**config.mk**
```make
export PLATFORM = sky130hd
export DESIGN_NAME = iopmp_error_capture_regs
export DESIGN_NICKNAME = d
export VERILOG_FILES = /design/src/rtl/iopmp_error_capture_regs.sv
export SDC_FILE = /design/constraint.sdc
export NUM_CORES = 1
export LEC_CHECK = 0
export ABC_AREA = 1
export CAP_MARGIN = 40
export CORE_MARGIN = 2
export CORE_UTILIZATION = 28
export CTS_CLUSTER_DIAMETER = 30
export DETAILED_ROUTE_END_ITERATION = 10
export GPL_TIMING_DRIVEN = 0
export PLACE_DENSITY = 0.58
export SKIP_LAST_GASP = 1
export SLEW_MARGIN = 20
export SYNTH_ARGS = -nofsm -noshare
export SYNTH_HDL_FRONTEND = slang
export SYNTH_SLANG_ARGS = --single-unit
```
**constraint.sdc**
```tcl
create_clock -name clk_i -period 4.9 [get_ports clk_i]
set_clock_uncertainty 0.05 [all_clocks]
set_input_delay 0.735 -clock clk_i [delete_from_list [all_inputs] [get_ports clk_i]]
set_output_delay 0.735 -clock clk_i [all_outputs]
set_load 0.01 [all_outputs]
```
**src/rtl/iopmp_error_capture_regs.sv**
```systemverilog
// IOPMP error capture register bank: holds one error record, exposes it through a
// word-addressed register port, counts suppressed errors and drives the error interrupt.
module iopmp_error_capture_regs (
    input  logic        clk_i,
    input  logic        rst_i,
    input  logic        rec_wr_en_i,
    input  logic [1:0]  rec_ttype_i,
    input  logic [3:0]  rec_etype_i,
    input  logic [31:0] rec_addr_i,
    input  logic [31:0] rec_addrh_i,
    input  logic [31:0] rec_reqid_i,
    input  logic        fail_any_i,
    input  logic        reg_we_i,
    input  logic        reg_re_i,
    input  logic [4:0]  reg_addr_i,
    input  logic [31:0] reg_wdata_i,
    output logic [31:0] reg_rdata_o,
    output logic        reg_rvalid_o,
    output logic        err_v_o,
    output logic        irq_o
);

    localparam int unsigned DATA_W  = 32;
    localparam int unsigned TTYPE_W = 2;
    localparam int unsigned ETYPE_W = 4;
    localparam int unsigned SUP_W   = 8;
    localparam int unsigned WORD_W  = 3;

    localparam logic [WORD_W-1:0] OFF_CFG   = WORD_W'(0);
    localparam logic [WORD_W-1:0] OFF_INFO  = WORD_W'(1);
    localparam logic [WORD_W-1:0] OFF_ADDR  = WORD_W'(2);
    localparam logic [WORD_W-1:0] OFF_ADDRH = WORD_W'(3);
    localparam logic [WORD_W-1:0] OFF_REQID = WORD_W'(4);
    localparam logic [SUP_W-1:0]  SUP_MAX   = {SUP_W{1'b1}};

    typedef enum logic {
        IDLE   = 1'b0,
        LOGGED = 1'b1
    } state_e;

    state_e              state_q, state_d;
    logic                cfg_l_q, cfg_l_d;
    logic                cfg_ie_q, cfg_ie_d;
    logic [TTYPE_W-1:0]  ttype_q, ttype_d;
    logic [ETYPE_W-1:0]  etype_q, etype_d;
    logic [SUP_W-1:0]    sup_cnt_q, sup_cnt_d;
    logic [DATA_W-1:0]   addr_q, addr_d;
    logic [DATA_W-1:0]   addrh_q, addrh_d;
    logic [DATA_W-1:0]   reqid_q, reqid_d;
    logic                irq_q, irq_d;
    logic [DATA_W-1:0]   rdata_q, rdata_d;
    logic                rvalid_q, rvalid_d;

    logic [WORD_W-1:0]   word;
    logic                v;
    logic                clr_hit;
    logic                cfg_hit;
    logic [DATA_W-1:0]   rd_mux;
    logic                unused_bits;

    assign word    = reg_addr_i[4:2];
    assign v       = (state_q == LOGGED);
    assign clr_hit = reg_we_i && (word == OFF_INFO) && reg_wdata_i[0];
    assign cfg_hit = reg_we_i && (word == OFF_CFG) && !cfg_l_q;

    // Byte-lane bits of the address and unused write-data bits carry no meaning here.
    assign unused_bits = ^{reg_addr_i[1:0], reg_wdata_i[DATA_W-1:2]};

    // Read mux over the current (pre-edge) register contents.
    always_comb begin
        rd_mux = '0;
        case (word)
            OFF_CFG:   rd_mux = {{(DATA_W-2){1'b0}}, cfg_ie_q, cfg_l_q};
            OFF_INFO:  rd_mux = {{(DATA_W-16){1'b0}}, sup_cnt_q, etype_q, 1'b0, ttype_q, v};
            OFF_ADDR:  rd_mux = addr_q;
            OFF_ADDRH: rd_mux = addrh_q;
            OFF_REQID: rd_mux = reqid_q;
            default:   rd_mux = '0;
        endcase
    end

    // Next-state and next-register values.
    always_comb begin
        state_d   = state_q;
        cfg_l_d   = cfg_l_q;
        cfg_ie_d  = cfg_ie_q;
        ttype_d   = ttype_q;
        etype_d   = etype_q;
        sup_cnt_d = sup_cnt_q;
        addr_d    = addr_q;
        addrh_d   = addrh_q;
        reqid_d   = reqid_q;
        irq_d     = v && cfg_ie_q;
        rvalid_d  = reg_re_i;
        rdata_d   = reg_re_i ? rd_mux : '0;

        case (state_q)
            IDLE: begin
                if (rec_wr_en_i) begin
                    state_d   = LOGGED;
                    ttype_d   = rec_ttype_i;
                    etype_d   = rec_etype_i;
                    addr_d    = rec_addr_i;
                    addrh_d   = rec_addrh_i;
                    reqid_d   = rec_reqid_i;
                    sup_cnt_d = '0;
                end
            end
            LOGGED: begin
                // A clear in the same cycle as a fail wins; the fail is not counted.
                if (clr_hit) begin
                    state_d = IDLE;
                end else if (fail_any_i && (sup_cnt_q != SUP_MAX)) begin
                    sup_cnt_d = sup_cnt_q + SUP_W'(1);
                end
            end
            default: state_d = IDLE;
        endcase

        if (cfg_hit) begin
            cfg_l_d  = reg_wdata_i[0];
            cfg_ie_d = reg_wdata_i[1];
        end
    end

    always_ff @(posedge clk_i or posedge rst_i) begin
        if (rst_i) begin
            state_q   <= IDLE;
            cfg_l_q   <= 1'b0;
            cfg_ie_q  <= 1'b0;
            ttype_q   <= '0;
            etype_q   <= '0;
            sup_cnt_q <= '0;
            addr_q    <= '0;
            addrh_q   <= '0;
            reqid_q   <= '0;
            irq_q     <= 1'b0;
            rdata_q   <= '0;
            rvalid_q  <= 1'b0;
        end else begin
            state_q   <= state_d;
            cfg_l_q   <= cfg_l_d;
            cfg_ie_q  <= cfg_ie_d;
            ttype_q   <= ttype_d;
            etype_q   <= etype_d;
            sup_cnt_q <= sup_cnt_d;
            addr_q    <= addr_d;
            addrh_q   <= addrh_d;
            reqid_q   <= reqid_d;
            irq_q     <= irq_d;
            rdata_q   <= rdata_d;
            rvalid_q  <= rvalid_d;
        end
    end

    assign err_v_o      = v;
    assign irq_o        = irq_q;
    assign reg_rdata_o  = rdata_q;
    assign reg_rvalid_o = rvalid_q;

    // The recorder must never strobe a capture while a record is pending.
    a_no_capture_while_logged : assert property (
        @(posedge clk_i) disable iff (rst_i) !(rec_wr_en_i && v)
    );

endmodule
```
# ---- Yosys cells after proc, flatten, opt, wreduce, memory -nomap -nowiden
# Index checks and enable logic that the tools add are counted.
dict set report totals {
  in_bits 145
  word_cells 41
  out_inout_bits 35
  register_bits 147
}
dict set report op_classes {
  reduce_logical 10
  add_sub_neg 1
  bitwise_logic 1
  n_eq_ne 8
  muxes 9
}
# operator n
set ops {}
lappend ops {{32-bit case mux with 5 select lines} 1}
lappend ops {{32-bit two-way mux} 1}
lappend ops {{8-bit two-way mux} 3}
lappend ops {{8-bit case mux with 2 select lines} 1}
lappend ops {{8-bit by 1-bit adder with 8-bit output (second input constant)} 1}
lappend ops {{8-bit inequality test (second input constant)} 1}
lappend ops {{3-bit by 2-bit equality test with 1-bit output (second input constant)} 2}
lappend ops {{1-bit logical AND} 6}
lappend ops {{2-bit inequality test (second input constant)} 2}
lappend ops {{3-bit by 1-bit equality test with 1-bit output (second input constant)} 1}
lappend ops {{3-bit equality test (second input constant)} 1}
lappend ops {{3-bit zero test} 1}
lappend ops {{3-bit AND reduction} 1}
lappend ops {{1-bit two-way mux} 2}
lappend ops {{2-bit by 1-bit inequality test with 1-bit output (second input constant)} 1}
lappend ops {{1-bit case mux with 2 select lines} 1}
lappend ops {{2-bit AND reduction} 1}
lappend ops {{1-bit zero test} 1}
lappend ops {{1-bit inverter} 1}

# ---- Logic depth before layout (Yosys ltp)
# Gate-level depths: netlist (run 1).
dict set report depth {
  depth_word 5
  ltp_mapped 9
  depth_no_buf 9
}

# ---- Worst setup path after synthesis (run 1)
# Ideal clock, no wire load.
dict set report synth_path {
  path_type {input to register}
  from {input reg_addr_i[4]}
  to {register sup_cnt_q[5]}
  cell_stages 8
  arrival_ps 1467
  setup_slack_ps 3267
  required_time_ps 4734
  cell_sequence {inv_2 -> nand3_2 -> nor2_1 -> nor2_2 -> nand2_2 -> nand2_2 -> nand2_1 -> nand2_1}
}
dict set report synth_via {
  elab_chain_cells 5
}
# element line_no
set synth_lines {}
lappend synth_lines {{from (decl)} 15} ;# input logic [4:0] reg_addr_i,
lappend synth_lines {{3-bit by 1-bit equality test with 1-bit output} 63} ;# assign clr_hit = reg_we_i && (word == OFF_INFO) && reg_wdata_i[0];
lappend synth_lines {{1-bit logical AND (2 in a row)} 63}
lappend synth_lines {{2-bit inequality test (no line)} n/a}
lappend synth_lines {{3-bit AND reduction (no line)} n/a}
lappend synth_lines {{to (signal assigned)} 146} ;# sup_cnt_q <= sup_cnt_d;
lappend synth_lines {{to (decl)} 46} ;# logic [SUP_W-1:0] sup_cnt_q, sup_cnt_d;
# No other way between the ends.
# A chain may end at the register's enable or synchronous reset.

# ---- Worst setup path in the final report (run 1)
dict set report layout_path {
  from {register state_q, in the netlist err_v_o}
  to {output err_v_o}
}
# element line_no
set layout_lines {}
lappend layout_lines {{from (decl)} 41} ;# state_e state_q, state_d;
lappend layout_lines {{from (signal assigned)} 141} ;# state_q <= state_d;
lappend layout_lines {{to (decl)} 19} ;# output logic err_v_o,
# No word-level cell between the ends.

==> results of run 1 <==
==> flip-flops by register name (all words and copies together) (netlist names) <==
signal	flops
ttype_q	2
err_v_o	1
cfg_l_q	1
irq_o	1
addrh_q	32
etype_q	4
reg_rdata_o	32
addr_q	32
reg_rvalid_o	1
reqid_q	32
sup_cnt_q	8
cfg_ie_q	1
==> cell type report <==
class,count,share of cell area (%)
Timing Repair Buffer,149,17.5
Tap cell,280,4.01
Inverter,67,2.97
Sequential cell,147,42.1
Multi-Input combinational cell,366,24.4
Clock inverter,15,1.96
Clock buffer,17,4.87
Buffer,31,2.22
==> routing by layer <==
metal	global-route usage, %	wire, um
met1	21.5	8620
met5	0	0
met2	24.6	8120
met4	4.72	280
met3	4.00	786
==> logic make-up after synthesis <==
| kind of cell | Yosys count |
|---|---|
| AO/OA/AOI/OAI | 107 |
| adder cells (fa/ha/maj) | 1 |
| buffers and inverters | 98 |
| flip-flops | 147 |
| multiplexers | 56 |
| AND/OR/NAND/NOR | 202 |
==> power by group <==
part	internal [mW]	total (mW)	leakage, nW	switching, mW
clock network	0.765	1.33	0.285	0.563
logic	0.643	1.21	1.97	0.571
registers	1.67	1.89	1.76	0.211
total	3.08	4.43	4.02	1.35
==> cell usage after synthesis, drive strengths merged (7+ instances only) <==
library cell	count	area, um2
dfrtp	147	3680
a21oi	61	305
a31oi	10	62.6
nor2	96	368
inv	67	251
mux2	56	706
clkbuf	7	26.3
nand4	10	62.6
nand2	76	298
o22ai	15	93.8
o21ai	20	100
nand3	18	100
buf	24	168
==> path summary, 6_finish.rpt <==
kind,startpoint,endpoint,slack (ps)
max in group asynchronous,rst_i,sup_cnt_q[4],3710
hold reg to reg,cfg_l_q,cfg_l_q,440
min in group asynchronous,rst_i,addr_q[24],750
setup reg to reg,sup_cnt_q[0],sup_cnt_q[7],3120
hold / removal,cfg_l_q,cfg_l_q,440
setup / recovery,err_v_o,err_v_o,2560
==> cell usage in the layout, fill, tap and decap left out, types with 2 or more instances in the layout <==
master           synthesis  routed
nor2_2                   3       3
clkinvlp_4               0       3
inv_1                   62      61
bufinv_16                0       2
nand2_1                 73      73
inv_8                    0       3
o21ai_0                 12      12
nand4_1                 10      10
nand3_2                  2       2
o22ai_1                 15      15
clkdlybuf4s50_1          0     147
clkbuf_1                 7       7
buf_2                   11      11
o21ai_1                  8       8
nor2_1                  93      93
nand2_2                  2       2
buf_16                   0       2
nand3_1                 16      16
inv_2                    5       5
a21oi_1                 61      61
buf_4                    9       9
clkbuf_16                0      17
mux2_2                  36      36
buf_8                    2       2
dfrtp_1                147     147
a31oi_1                 10      10
inv_6                    0       5
clkinv_4                 0       2
mux2_4                  20      20
==> metrics by stage <==
stage	std cells	hold WS (ps)	util, %	setup TNS, ps	setup slack, ps
after floorplan	611	400	-	0	164
after CTS	1072	443	39.9	0	2530
after global routing	1072	465	39.9	0	2490
after detailed placement	1040	428	37.2	0	2310
after global placement	1038	423	36.9	-319430	-2190
final	1072	445	39.9	0	2560
==> run_results.csv, run 1 <==
group,metric,value,unit
status,outcome,"completed",
timing,tightest_slew,651,ps
power,leakagePower,4.02,nW
grt,track_usage,15.7,%
timing,drv_slew,0,
setup_path,worstPathRequired,4120,ps
layout,n_antenna_cell,0,
floorplanning,die_h,153,um
clocking,cts_buffer_depth,2,
floorplanning,io_pins,180,
logic_synthesis,synthDistinctLibCells,28,
layout,multiInputGateArea,2130,um2
setup_path,worstPathArrival,1550,ps
logic_synthesis,syn-cell-area,6250,um2
clocking,cts-root-buf,"clkbuf_16",
detailed_routing,wl_per_cell,16.6,um
setup_path,critPathCaptureType,"output port",
logic_synthesis,ys_seq_elements,147,
logic_synthesis,synthCells,611,
power,max-vdd-ir-drop,0.207,mV
setup_path,cp_top_family,"buffers and inverters",
logic_synthesis,async_flop_share,100,%
logic_synthesis,synth_compound_area_share,9.11,%
floorplanning,die_w,153,um
grt,first_global_vias,4982,
clocking,insertion_delay,430,ps
detailed_routing,detail-route-antenna-nets,0,
timing,rsz0062_at_grt,"no",
layout,syn_to_final_growth,39.7,%
logic_synthesis,synth_fa_ha_area_share,0.200,%
layout,ff_latch_area,3680,um2
place,dp_hpwl,12800,um
layout,stdcell_area,8730,um2
setup_path,crit_cells,1,
floorplanning,start_util,28.6,%
layout,post_route_cells_drive_above_1_share,16.0,%
timing,max_slew_margin,56.6,%
power,finalPower,4.43,mW
floorplanning,core,21900,um2
timing,finalSetupViolCount,0,
hold_path,hold_depth,2,
setup_path,cp_slowest_stage_delay,620,ps
setup_path,start_kind,"register",
logic_synthesis,synth_area_per_cell,10.2,um2
hold_path,hold_path.class,"register to register",
logic_synthesis,yosys.area_share.xor_xnor,0,%
clocking,cts_setup_buffers,0,
setup_path,reg2reg_depth,8,
grt,antenna_found_initial,0,
logic_synthesis,ys_seq_area_share,58.8,%
clocking,cts_tree,"done",
grt,grt_pass1_wl,28100,um
logic_synthesis,synthMuxAreaShare,11.3,%
setup_path,path_max_fanout,8,
detailed_routing,postRouteWirelength,17800,um
grt,grt_max_degree,75,
logic_synthesis,synth-simple-area-share,13.4,%
clocking,postCtsHoldBufs,0,
detailed_routing,drt_iter0_markers,192,
place,place_congestion,0.778,
setup_path,crit_chain,"clkdlybuf4s50_1",
floorplanning,num_rows,54,
clocking,post_cts_resized,0,
detailed_routing,drt_first_pass_iters,4,
setup_path,worst-path-buf-inv,1,
clocking,clk_pin_slew_worst_paths,60,ps
timing,fmax,428,MHz
logic_synthesis,synth_flop_cell,"dfrtp_1",
setup_path,cpMaxStageDelayCell,"clkdlybuf4s50_1",
power,p_per_area,507,nW/um2
detailed_routing,drc,0,
logic_synthesis,synth_top_family_by_area,"simple AND/OR/NAND/NOR gates",
flow_run,cap_violations,0,
setup_path,critical_path_class,"register to output port",
timing,hold_viol_final,0,
place,numPortBuffers,147,
detailed_routing,vias_per_cell,4.44,
logic_synthesis,synth_fp_nets,757,
logic_synthesis,yosys_warnings,0,
detailed_routing,vias,4758,
grt,grt_overflow,0,
clocking,cts_buffers,17,
layout,fillers,2221,
logic_synthesis,synth-edff-count,0,
clocking,htree_levels,4,
timing,fin_crit_sh,47.7,%
floorplanning,die_area,23500,um2
layout,num-nets-final,925,
place,dpl_cell_area,8140,um2
timing,min_period,2340,ps
clocking,clock-sinks,147,
(Power assumes the default switching activity.)
==> run 2, diff against run 1 <==
--- a/config.mk
+++ b/config.mk
@@ -12,7 +12,7 @@
 export CTS_CLUSTER_DIAMETER = 30
 export DETAILED_ROUTE_END_ITERATION = 10
 export GPL_TIMING_DRIVEN = 0
-export PLACE_DENSITY = 0.58
+export PLACE_DENSITY = 0.56
 export SKIP_LAST_GASP = 1
 export SLEW_MARGIN = 20
 export SYNTH_ARGS = -nofsm -noshare
==> constraint.sdc (replaced) <==
create_clock -name clk_i -period 2.4 [get_ports clk_i]
set_clock_uncertainty 0.05 [all_clocks]
set_input_delay 0.36 -clock clk_i [delete_from_list [all_inputs] [get_ports clk_i]]
set_output_delay 0.36 -clock clk_i [all_outputs]
set_load 0.01 [all_outputs]
==> run 2 against run 1 <==
Net effect: combinational power increased by 100%; flip-flop and latch count unchanged; register-to-register slack got worse by 2500 ps; critical path depth unchanged; worst hold slack got worse by 190 ps; sequential power increased by 100%; routed wire length increased by 0.77%; critical path type unchanged.
==> run_results.csv, run 2 (same netlist as run 1, synthesis figures left out) <==
group,metric,value,unit
status,outcome,"completed",
setup_path,cp_slowest_stage_delay,620,ps
grt,grt_pass1_wl,28800,um
floorplanning,num_rows,54,
floorplanning,die_h,153,um
clocking,clock-sinks,147,
setup_path,reg2reg_from,"sup_cnt_q[0]",
clocking,cts_setup_buffers,0,
flow_run,cap_violations,0,
power,leakagePower,4.06,nW
setup_path,path_max_fanout,8,
power,combPwrFrac,26.8,%
place,placed_cells,1043,
grt,first_global_vias,5085,
setup_path,crit_chain,"clkdlybuf4s50_1",
power,finalPower,9.25,mW
setup_path,reg2reg_depth,8,
setup_path,r2r_slack,630,ps
timing,tightest_slew,667,ps
detailed_routing,drt_iter0_markers,211,
clocking,clk_pin_slew_worst_paths,60,ps
layout,n_antenna_cell,0,
detailed_routing,drc,0,
layout,syn_to_final_growth,41.2,%
power,max-vdd-ir-drop,0.420,mV
clocking,post_cts_resized,0,
layout,fillers,2213,
grt,antenna_found_initial,1,
power,clock_power_share,31.7,%
floorplanning,io_pins,180,
setup_path,cp_top_family,"buffers and inverters",
timing,finalSetupViolCount,0,
power,switching_power,2.64,mW
power,switching_share,28.6,%
detailed_routing,vias_per_cell,4.42,
power,seqPwrFrac,41.5,%
setup_path,r2r_end,"sup_cnt_q[0]",
layout,num-nets-final,928,
setup_path,worstPathArrival,1520,ps
timing,rsz0062_at_grt,"no",
setup_path,start_kind,"register",
timing,fmax,518,MHz
clocking,cts_tree,"done",
place,place_congestion,0.790,
hold_path,hold_path.class,"input port to asynchronous set/reset pin",
layout,layout_common_cells,"147 x dfrtp_1, 147 x clkdlybuf4s50_1, 93 x nor2_1",
detailed_routing,postRouteWirelength,18000,um
setup_path,critical_path_class,"register to output port",
timing,hold_slack,257,ps
timing,fin_crit_sh,80.4,%
layout,stdcell_count,1075,
clocking,cts_buffer_depth,2,
grt,grt_max_degree,32,
clocking,htree_levels,4,
timing,drv_slew,0,
detailed_routing,detail-route-antenna-nets,0,
clocking,cts-root-buf,"clkbuf_16",
setup_path,critPathCaptureType,"output port",
floorplanning,core,21900,um2
setup_path,worst-path-buf-inv,1,
timing,max_slew_margin,55.5,%
floorplanning,start_util,28.6,%
floorplanning,die_area,23500,um2
clocking,postCtsHoldBufs,0,
detailed_routing,vias,4756,
timing,min_period,1930,ps
layout,utilization,40.3,%
clocking,cts_buffers,17,
floorplanning,die_w,153,um
setup_path,crit_cells,1,
place,dp_hpwl,13200,um
grt,grt_overflow,0,
power,internal_power,6.60,mW
detailed_routing,wl_per_cell,16.7,um
layout,post_route_cells_drive_above_1_share,16.4,%
place,numPortBuffers,147,
timing,hold_viol_final,0,
detailed_routing,drt_first_pass_iters,5,
setup_path,worstPathRequired,1990,ps
grt,track_usage,16.0,%
setup_path,cpMaxStageDelayCell,"clkdlybuf4s50_1",
clocking,insertion_delay,420,ps
power,p_per_area,1050,nW/um2
## run 2: cell count changes in the layout (fill, tap and decap cells not counted)
cell        before  now
inv_8            3    0
buf_16           2    0
buf_12           0    5
clkbuf_8         0    1
clkinv_2         1    4
bufinv_16        2    5
inv_6            5    0
clkinvlp_4       3    4
## run 2: routing by layer
metal  routed length (um)  part of all wire (%)  track usage [%]  vias up
met1                 8570                    48             22.0     2269
met4                  263                   1.5             4.63        0
met3                  742                   4.1             3.77       17
met2                 8370                    47             25.4      116
li1                     -                     -                -     2354
met5                    0                     0                0        -
## run 2: worst max-delay path by stage
stage	from	endpoint
detailed placement	reg_addr_i[2]	sup_cnt_q[0]
global placement	rst_i	addrh_q[9]
global route	err_v_o	err_v_o
CTS	err_v_o	err_v_o
floorplan	rst_i	addr_q[0]
finish	err_v_o	err_v_o
## run 2: area by class of cell
cell class                 instances  area [um2]  area share (%)
sequential                       147        3680            41.7
multi-input combinational        366        2130            24.1
timing repair buffer             152        1570            17.8
clock buffer                      18         439            4.98
tap                              280         350            3.97
inverter                          67         255            2.89
clock inverter                    14         210            2.38
buffer                            31         194            2.20
## run 2: through the flow
stage               setup TNS (ps)  cell area, um2  setup slack (ps)
global placement           -189920            8080             -1310
global route                     0            8830               437
detailed placement               0            8180               227
finish                           0            8830               470
CTS                              0            8830               446
floorplan                        0            6260               143
## run 2: power groups by stage
| stage | Combinational (mW) | Sequential, mW | Clock, mW |
|---|---|---|---|
| after floorplan | 1.69 | 3.80 | 0 |
| after global placement | 2.45 | 3.87 | 0 |
| after detailed placement | 2.52 | 3.89 | 0 |
| after CTS | 2.53 | 3.84 | 3.00 |
| after global routing | 2.77 | 3.95 | 3.09 |
| final | 2.48 | 3.84 | 2.93 |
